<file path="src/rtl/priority_pkg.sv">
// priority_pkg: shared index/one-hot types for the priority encoder/decoder family
package priority_pkg;
   localparam int IDX_W = 3;
   localparam int OUT_W = 2 ** IDX_W;
   typedef logic [IDX_W-1:0] idx_t;
   typedef logic [OUT_W-1:0] onehot_t;
   function automatic onehot_t idx_to_onehot(idx_t idx);
      return onehot_t'(1) << idx;
   endfunction
endpackage

</file>
<file path="src/rtl/priority_decoder_buf_if.sv">
// priority_decoder_buf_if: index-in / one-hot-out handshake bundle
interface priority_decoder_buf_if import priority_pkg::*; #(parameter int DEPTH = 4);
   localparam int CNT_W = $clog2(DEPTH + 1);
   idx_t             In;
   logic             InValid;
   logic             InReady;
   onehot_t          Out;
   logic             OutValid;
   logic             OutReady;
   onehot_t          Pending;
   logic [CNT_W-1:0] Count;
   modport slave (input In, InValid, OutReady, output InReady, Out, OutValid, Pending, Count);
   modport master (output In, InValid, OutReady, input InReady, Out, OutValid, Pending, Count);
endinterface

</file>
<file path="src/rtl/priority_decoder_buf_onehot_decoder.sv">
// onehot_decoder: combinational index to one-hot expansion
module onehot_decoder import priority_pkg::*; (
   input  idx_t    idx_i,
   output onehot_t onehot_o
);
   assign onehot_o = idx_to_onehot(idx_i);
endmodule

</file>
<file path="src/rtl/priority_decoder_buf.sv">
// priority_decoder_buf: FIFO of encoded indices presented as one-hot vectors
module priority_decoder_buf import priority_pkg::*; #(parameter int DEPTH = 4) (
   input logic Clk,
   input logic Rst,
   input logic Clear,
   priority_decoder_buf_if.slave bus
);
   localparam int PTR_W = $clog2(DEPTH);
   localparam int CNT_W = $clog2(DEPTH + 1);
   idx_t             mem_q [DEPTH];
   logic [PTR_W-1:0] wr_q, wr_d, rd_q, rd_d;
   logic [CNT_W-1:0] cnt_q, cnt_d;
   logic             push, pop;
   onehot_t          head_oh, pend;
   assign bus.InReady  = cnt_q != CNT_W'(DEPTH);
   assign bus.OutValid = cnt_q != '0;
   assign push = bus.InValid && bus.InReady;
   assign pop  = bus.OutValid && bus.OutReady;
   always_comb begin
      wr_d  = Clear ? '0 : wr_q + PTR_W'(push);
      rd_d  = Clear ? '0 : rd_q + PTR_W'(pop);
      cnt_d = Clear ? '0 : cnt_q + CNT_W'(push) - CNT_W'(pop);
   end
   always_ff @(posedge Clk) begin
      if (Rst) begin
         wr_q  <= '0;
         rd_q  <= '0;
         cnt_q <= '0;
      end else begin
         wr_q  <= wr_d;
         rd_q  <= rd_d;
         cnt_q <= cnt_d;
      end
   end
   // storage is deliberately left unreset; only occupied slots are ever observed
   always_ff @(posedge Clk) begin
      if (push && !Clear && !Rst) mem_q[wr_q] <= bus.In;
   end
   onehot_decoder u_dec (.idx_i(mem_q[rd_q]), .onehot_o(head_oh));
   assign bus.Out = bus.OutValid ? head_oh : '0;
   always_comb begin
      pend = '0;
      for (int i = 0; i < DEPTH; i++)
         if (CNT_W'(i) < cnt_q) pend |= idx_to_onehot(mem_q[rd_q + PTR_W'(i)]);
   end
   assign bus.Pending = pend;
   assign bus.Count   = cnt_q;
endmodule

</file>
<file path="src/flat_wrapper.sv">
// flat-port wrapper written by rule: the top's interface ports become plain ports
module priority_decoder_buf_flat import priority_pkg::*;
#(parameter int DEPTH = 4)
  (Clk, Rst, Clear, bus_In, bus_InValid, bus_OutReady, bus_InReady, bus_Out, bus_OutValid, bus_Pending, bus_Count);
  priority_decoder_buf_if #(.DEPTH(DEPTH)) bus_i ();
  input logic Clk;
  input logic Rst;
  input logic Clear;
  input wire logic [$bits(bus_i.In)-1:0] bus_In;
  input wire logic [$bits(bus_i.InValid)-1:0] bus_InValid;
  input wire logic [$bits(bus_i.OutReady)-1:0] bus_OutReady;
  output wire logic [$bits(bus_i.InReady)-1:0] bus_InReady;
  output wire logic [$bits(bus_i.Out)-1:0] bus_Out;
  output wire logic [$bits(bus_i.OutValid)-1:0] bus_OutValid;
  output wire logic [$bits(bus_i.Pending)-1:0] bus_Pending;
  output wire logic [$bits(bus_i.Count)-1:0] bus_Count;
  assign bus_i.In = bus_In;
  assign bus_i.InValid = bus_InValid;
  assign bus_i.OutReady = bus_OutReady;
  assign bus_InReady = bus_i.InReady;
  assign bus_Out = bus_i.Out;
  assign bus_OutValid = bus_i.OutValid;
  assign bus_Pending = bus_i.Pending;
  assign bus_Count = bus_i.Count;
  priority_decoder_buf #(.DEPTH(DEPTH)) u_core (.Clk(Clk), .Rst(Rst), .Clear(Clear), .bus(bus_i));
endmodule
</file>
<file path="config.mk">
export PLATFORM = sky130hd
export DESIGN_NAME = priority_decoder_buf_flat
export DESIGN_NICKNAME = d
export VERILOG_FILES = /design/src/rtl/priority_pkg.sv /design/src/rtl/priority_decoder_buf_if.sv /design/src/rtl/priority_decoder_buf_onehot_decoder.sv /design/src/rtl/priority_decoder_buf.sv /design/src/flat_wrapper.sv
export SDC_FILE = /design/constraint.sdc
export NUM_CORES = 1
export LEC_CHECK = 0
export ABC_CLOCK_PERIOD_IN_PS = 2800
export CORE_MARGIN = 3
export CORE_UTILIZATION = 36
export DETAILED_ROUTE_END_ITERATION = 7
export PLACE_DENSITY_LB_ADDON = 0.05
export SLEW_MARGIN = 20
export SYNTH_ARGS = -nofsm -noshare
export SYNTH_HDL_FRONTEND = slang
export SYNTH_SLANG_ARGS = --single-unit
</file>
<file path="constraint.sdc">
create_clock -name Clk -period 2.8 [get_ports Clk]
set_input_delay 0.56 -clock Clk [delete_from_list [all_inputs] [get_ports Clk]]
set_output_delay 0.56 -clock Clk [all_outputs]
set_load 0.01 [all_outputs]
</file>
==> results of run 1 <==
==> what timing repair did <==
item / in CTS / in global routing
gates resized for setup: 17 / 6
setup endpoints to repair: 15 / 7
buffers inserted: 1 / 5
pin swaps: 1 / 1
endpoints found under the hold margin: 0 / 0
==> cells by family after synthesis <==
logic type | count (synthesis) | synth area share [%]
xor+xnor | 3 | 1.83
simple gates | 62 | 24.1
fa+ha+maj | 7 | 6.61
flops | 19 | 34.8
compound gates | 17 | 10.3
buf+inv | 7 | 2.87
mux | 12 | 19.6
==> cell type report <==
cell class	instances	area [um^2]
clock buffers	3	41.3
clock inverters	1	5.00
flip-flops and latches	19	504
repair buffers	40	378
well taps	48	60.1
multi-input cells	101	898
inverters	5	18.8
fillers	363	1840
==> metal layers <==
| metal | vias up | share of wire (%) | global-route usage [%] |
|---|---|---|---|
| li1 | 568 | - | - |
| met1 | 546 | 44 | 17.1 |
| met2 | 42 | 50 | 22.5 |
| met3 | 4 | 4.6 | 2.75 |
| met4 | 0 | 1.3 | 5.21 |
| met5 | - | 0 | 0 |
==> how the worst max path moves through the flow <==
| stage | start | to | slack (ns) | cells past startpoint |
|---|---|---|---|---|
| global placement | u_core.rd_q[1] | bus_Pending[3] | 0.1 | 6 |
| detailed placement | u_core.rd_q[1] | bus_Pending[7] | 0.06 | 5 |
| CTS | u_core.rd_q[1] | bus_Pending[7] | 0.01 | 7 |
| finish | u_core.rd_q[1] | bus_Pending[7] | 0.07 | 7 |
| global route | u_core.rd_q[1] | bus_Pending[7] | 0.005 | 7 |
| floorplan | u_core.rd_q[0] | bus_Pending[3] | 0.62 | 5 |
==> power breakdown <==
group / internal (mW) / switching [mW]
clock: 0.0986 / 0.0839
combinational: 0.153 / 0.162
sequential: 0.308 / 0.00981
==> synthesized netlist by cell type (2+ instances only) <==
cell type	n	area, um^2
a22oi_1	3	22.5
ha_1	6	75.1
o22ai_1	4	25.0
dfxtp_1	7	140
and2_1	6	37.5
nor3_1	4	20.0
mux4_1	3	78.8
nand2_2	2	12.5
xnor2_1	2	17.5
a211o_1	2	17.5
inv_1	5	18.8
nand2b_1	10	62.6
or2_1	3	18.8
nor2_1	17	63.8
nand2b_4	2	27.5
buf_6	2	22.5
edfxtp_1	12	360
nand2_1	7	26.3
nand3_1	2	10.0
nor2b_1	5	31.3
o221ai_1	3	26.3
mux4_2	9	203
a311o_1	2	20.0
==> stage by stage <==
stage	cell area [um^2]	total power, mW
floorplan	1440	0.509
global placement	1810	0.642
detailed placement	1810	0.647
CTS	1860	0.821
global route	1910	0.872
finish	1910	0.815
==> critical path: cells and delay by family (launching register included) <==
family	cells	cell delay (ns)
AOI/OAI and AO/OA	1	0.27
muxes	1	0.57
and+or+nand+nor	2	0.11
DFF	1	0.38
buffers and inverters	3	0.59
==> flip-flops by register name, indices dropped and copies added, names as in the netlist <==
| register | flops |
|---|---|
| u_core.rd_q | 2 |
| u_core.bus.Count | 3 |
| u_core.wr_q | 2 |
| u_core.mem_q | 12 |
==> flow_metrics.tcl, run 1 <==
set metrics [dict create \
    cts_sinks 19 \
    most-common-layout-cells "nor2_1, clkdlybuf4s50_1, edfxtp_1" \
    finalHoldViolCount 0 \
    antenna_found_initial 0 \
    rsz0062_at_grt "no" \
    drive_above_1_share_pct 21.3 \
    grt_usage_pct 13.5 \
    core-area_um2 3740 \
    clk_latency_ns 0.25 \
    clk_path_buf_depth 2 \
    yosysUniqueCellTypes 32 \
    cp.required_ns 2.24 \
    drv_cap 0 \
    tightest_slew_ns 0.484 \
    hold_ws_ns 0.574 \
    outcome "complete, no violations" \
    reg2reg_depth 9 \
    io_pins 29 \
    grt_remaining_overflow 0 \
    leakage_nw 0.737 \
    timing.fmax_mhz 366 \
    timing.rr.end "u_core.bus.Count[2]" \
    hold-path-endpoint "u_core.wr_q[1]" \
    startpoint_type "flip-flop" \
    die_h_um 69.2 \
    fin_util_pct 50.9 \
    period_share_pct 97.6 \
    dp.cells 207 \
    vias 1160 \
    routabilityCongestion 0.926 \
    ys_ff_latch 19 \
    dpl.hpwl_um 2710 \
    drt_iter0_markers 63 \
    die-area_um2 4790 \
    slowest_stage "mux4_2" \
    setup_viol 0 \
    path_class "flip-flop to primary output" \
    wl_per_cell_um 15.1 \
    power_density_nw_per_um2 428 \
    wl_um 3270 \
    nets 185 \
    synth_fp_nets 142 \
    setup_ws_ns 0.0661 \
    first_global_vias 1111 \
    io_buffers 28 \
    synthesis.area_um2 1440 \
    final_common_cell "nor2_1" \
    grt_pass1_wl_um 5220 \
    syn2layout_area_growth_pct 32.4 \
    cts-root-buf "clkbuf_8" \
    max_stage_delay_ns 0.57 \
    hp-class "flip-flop to flip-flop" \
    crit_path_end_kind "primary output" \
    period_minus_slack_ns 2.73 \
    via_per_inst 5.35 \
    drc 0 \
    min_delay_path_depth 2 \
    reg2reg_from "u_core.bus.Count[1]" \
    crit_arrival_ns 2.17 \
    ff2ff_setup_slack_ns 0.67 \
    cp_cell_sequence "buf_6, mux4_2, buf_4, nand2_1, nor2_1, a311o_1, dlygate4sd2_1" \
    synth.avg_cell_area_um2 11.3 \
    synth_edf_count 12 \
    numCtsBuffers 3 \
    fin_skew_ns 0.000838 \
    synthFlopType "edfxtp_1" \
    synthCells 127 \
    ant_nets 0 \
    critPathMaxFanout 6 \
    synth_warnings 0 \
    slew_violations 0 \
    stdcell_count 217 \
    start_util_pct 38.4 \
    clk_pin_slew_worst_paths_ns 0.07 \
    grt_max_degree 14 \
    die_w_um 69.2 \
    ir_drop_mv 0.329 \
    yosysSeqAreaShare_pct 34.8 \
    min_from "u_core.wr_q[1]" \
    tns_ns 0 \
    htree_levels 1 \
    drt-pass1-iter-count 4 \
    hold_buffers 0 \
    async_reset_ff_share_pct 0 \
    diodes 0 \
    tritoncts "done" \
    post-place-ws_ns 0.0561 \
    rows 22 \
    slew_headroom_pct 67.7 \
]
(Power assumes the default switching activity.)
==> run 2: changes to the inputs <==
--- a/config.mk
+++ b/config.mk
@@ -6,8 +6,10 @@
 export NUM_CORES = 1
 export LEC_CHECK = 0
 export ABC_CLOCK_PERIOD_IN_PS = 2800
+export CELL_PAD_IN_SITES_DETAIL_PLACEMENT = 2
+export CELL_PAD_IN_SITES_GLOBAL_PLACEMENT = 2
 export CORE_MARGIN = 3
-export CORE_UTILIZATION = 36
+export CORE_UTILIZATION = 33
 export DETAILED_ROUTE_END_ITERATION = 7
 export PLACE_DENSITY_LB_ADDON = 0.05
 export SLEW_MARGIN = 20
==> flow_metrics.tcl, run 2 (synthesis gave the netlist of run 1 again) <==
set metrics [dict create \
    startpoint_type "flip-flop" \
    tritoncts "done" \
    core-area_um2 4120 \
    leakage_nw 0.784 \
    drive_above_1_share_pct 27.0 \
    via_per_inst 5.35 \
    path_class "flip-flop to primary output" \
    most-common-layout-cells "nor2_1, buf_4, clkdlybuf4s50_1" \
    period_minus_slack_ns 2.71 \
    slowest_stage "mux4_2" \
    die_w_um 72.0 \
    final_common_cell "nor2_1" \
    clk_pin_slew_worst_paths_ns 0.07 \
    cp_cell_sequence "buf_4, mux4_2, nand2b_1, nor2_1, a211o_1, dlygate4sd2_1" \
    critical_path_buf_inv_count 2 \
    syn2layout_area_growth_pct 38.0 \
    ir_drop_mv 0.299 \
    clk_path_buf_depth 2 \
    drv_cap 0 \
    tightest_slew_ns 0.458 \
    fin_total_pwr_mw 0.855 \
    ant_nets 0 \
    die-area_um2 5190 \
    wl_per_cell_um 18.5 \
    fillers 444 \
    cp.depth 6 \
    placed_cell_area_um2 1810 \
    dpl.hpwl_um 3390 \
    hold_buffers 0 \
    hp-class "flip-flop to flip-flop" \
    io_pins 29 \
    power_density_nw_per_um2 430 \
    die_h_um 72.0 \
    start_util_pct 35.0 \
    htree_levels 1 \
    max_stage_delay_ns 0.51 \
    min_delay_path_depth 2 \
    cts-root-buf "clkbuf_8" \
    crit_path_end_kind "primary output" \
    timing.fmax_mhz 370 \
    slew_headroom_pct 69.4 \
    finalHoldViolCount 0 \
    cp.required_ns 2.24 \
    crit_arrival_ns 2.15 \
    finalInstanceArea_um2 1990 \
    drt_iter0_markers 43 \
    critPathMaxFanout 5 \
    first_global_vias 1301 \
    clk_latency_ns 0.25 \
    grt_max_degree 11 \
    period_share_pct 96.6 \
    io_buffers 28 \
    cp_top_family "multiplexers" \
    vias 1198 \
    reg2reg_depth 9 \
    regMostFlops "u_core.mem_q" \
    nets 190 \
    drc 0 \
    largest_register_ffs 12 \
    antenna_found_initial 0 \
    outcome "complete, no violations" \
    drt-pass1-iter-count 4 \
    diodes 0 \
    grt_usage_pct 16.6 \
    grt_pass1_wl_um 6770 \
    wl_um 4150 \
    fin_skew_ns 0.00233 \
    cts_sinks 19 \
    numCtsBuffers 3 \
    rows 23 \
    grt_remaining_overflow 0 \
    routabilityCongestion 0.826 \
    slew_violations 0 \
    setup_viol 0 \
]
[run 2: worst paths after layout]
path / from / to / slack, ns
worst max-delay path: u_core.mem_q[3][2] / bus_Pending[6] / 0.09
worst max register to register: u_core.bus.Count[1] / u_core.bus.Count[2] / 0.56
worst min register to register: u_core.wr_q[1] / u_core.wr_q[1] / 0.59
worst min-delay path: u_core.wr_q[1] / u_core.wr_q[1] / 0.59
[run 2: through the flow]
step / util [%] / setup TNS, ns / worst slack [ns] / cells / hold slack (ns)
after floorplan: - / 0 / 0.617 / 127 / 0.534
after global placement: 44.0 / 0 / 0.0348 / 210 / 0.555
after detailed placement: 44.0 / -0.139 / -0.0800 / 210 / 0.585
after CTS: 46.6 / 0 / 0.0330 / 219 / 0.604
after global routing: 48.3 / -0.00226 / -0.00226 / 224 / 0.640
final: 48.3 / 0 / 0.0938 / 224 / 0.594
[run 2: report_power, final]
part	internal, mW	switching, mW	leakage [nW]
Combinational	0.172	0.179	0.594
Clock	0.101	0.0830	0.0228
Sequential	0.308	0.0122	0.167
Total	0.581	0.274	0.784
[run 2: worst register-to-register path: stages (launching register included)]
cell     delay, ns
dfxtp_1       0.34
inv_1         0.20
nand3_1       0.18
and2_1        0.24
ha_1          0.28
inv_1         0.05
ha_1          0.20
fa_1          0.38
xor2_1        0.15
nor3_1        0.15
[run 2: final cells by class]
class | count | area, um^2 | share of cell area, %
tap | 50 | 62.6 | 3.15
timing repair buffer | 45 | 412 | 20.7
sequential | 19 | 508 | 25.6
inverter | 5 | 18.8 | 0.945
clock buffer | 4 | 45.0 | 2.27
multi-input combinational | 101 | 940 | 47.3
[run 2: what timing repair did]
item	CTS	global route
setup endpoints to repair	16	5
endpoints found under the hold margin	0	0
gates resized for setup	27	9
pin swaps	0	2
setup buffers	5	5
[run 2: per-layer routing]
| layer | track usage, % | wire length (um) |
|---|---|---|
| met1 | 20.1 | 1710 |
| met5 | 0 | 0 |
| met3 | 1.66 | 101 |
| met4 | 1.88 | 17 |
| met2 | 32.6 | 2320 |
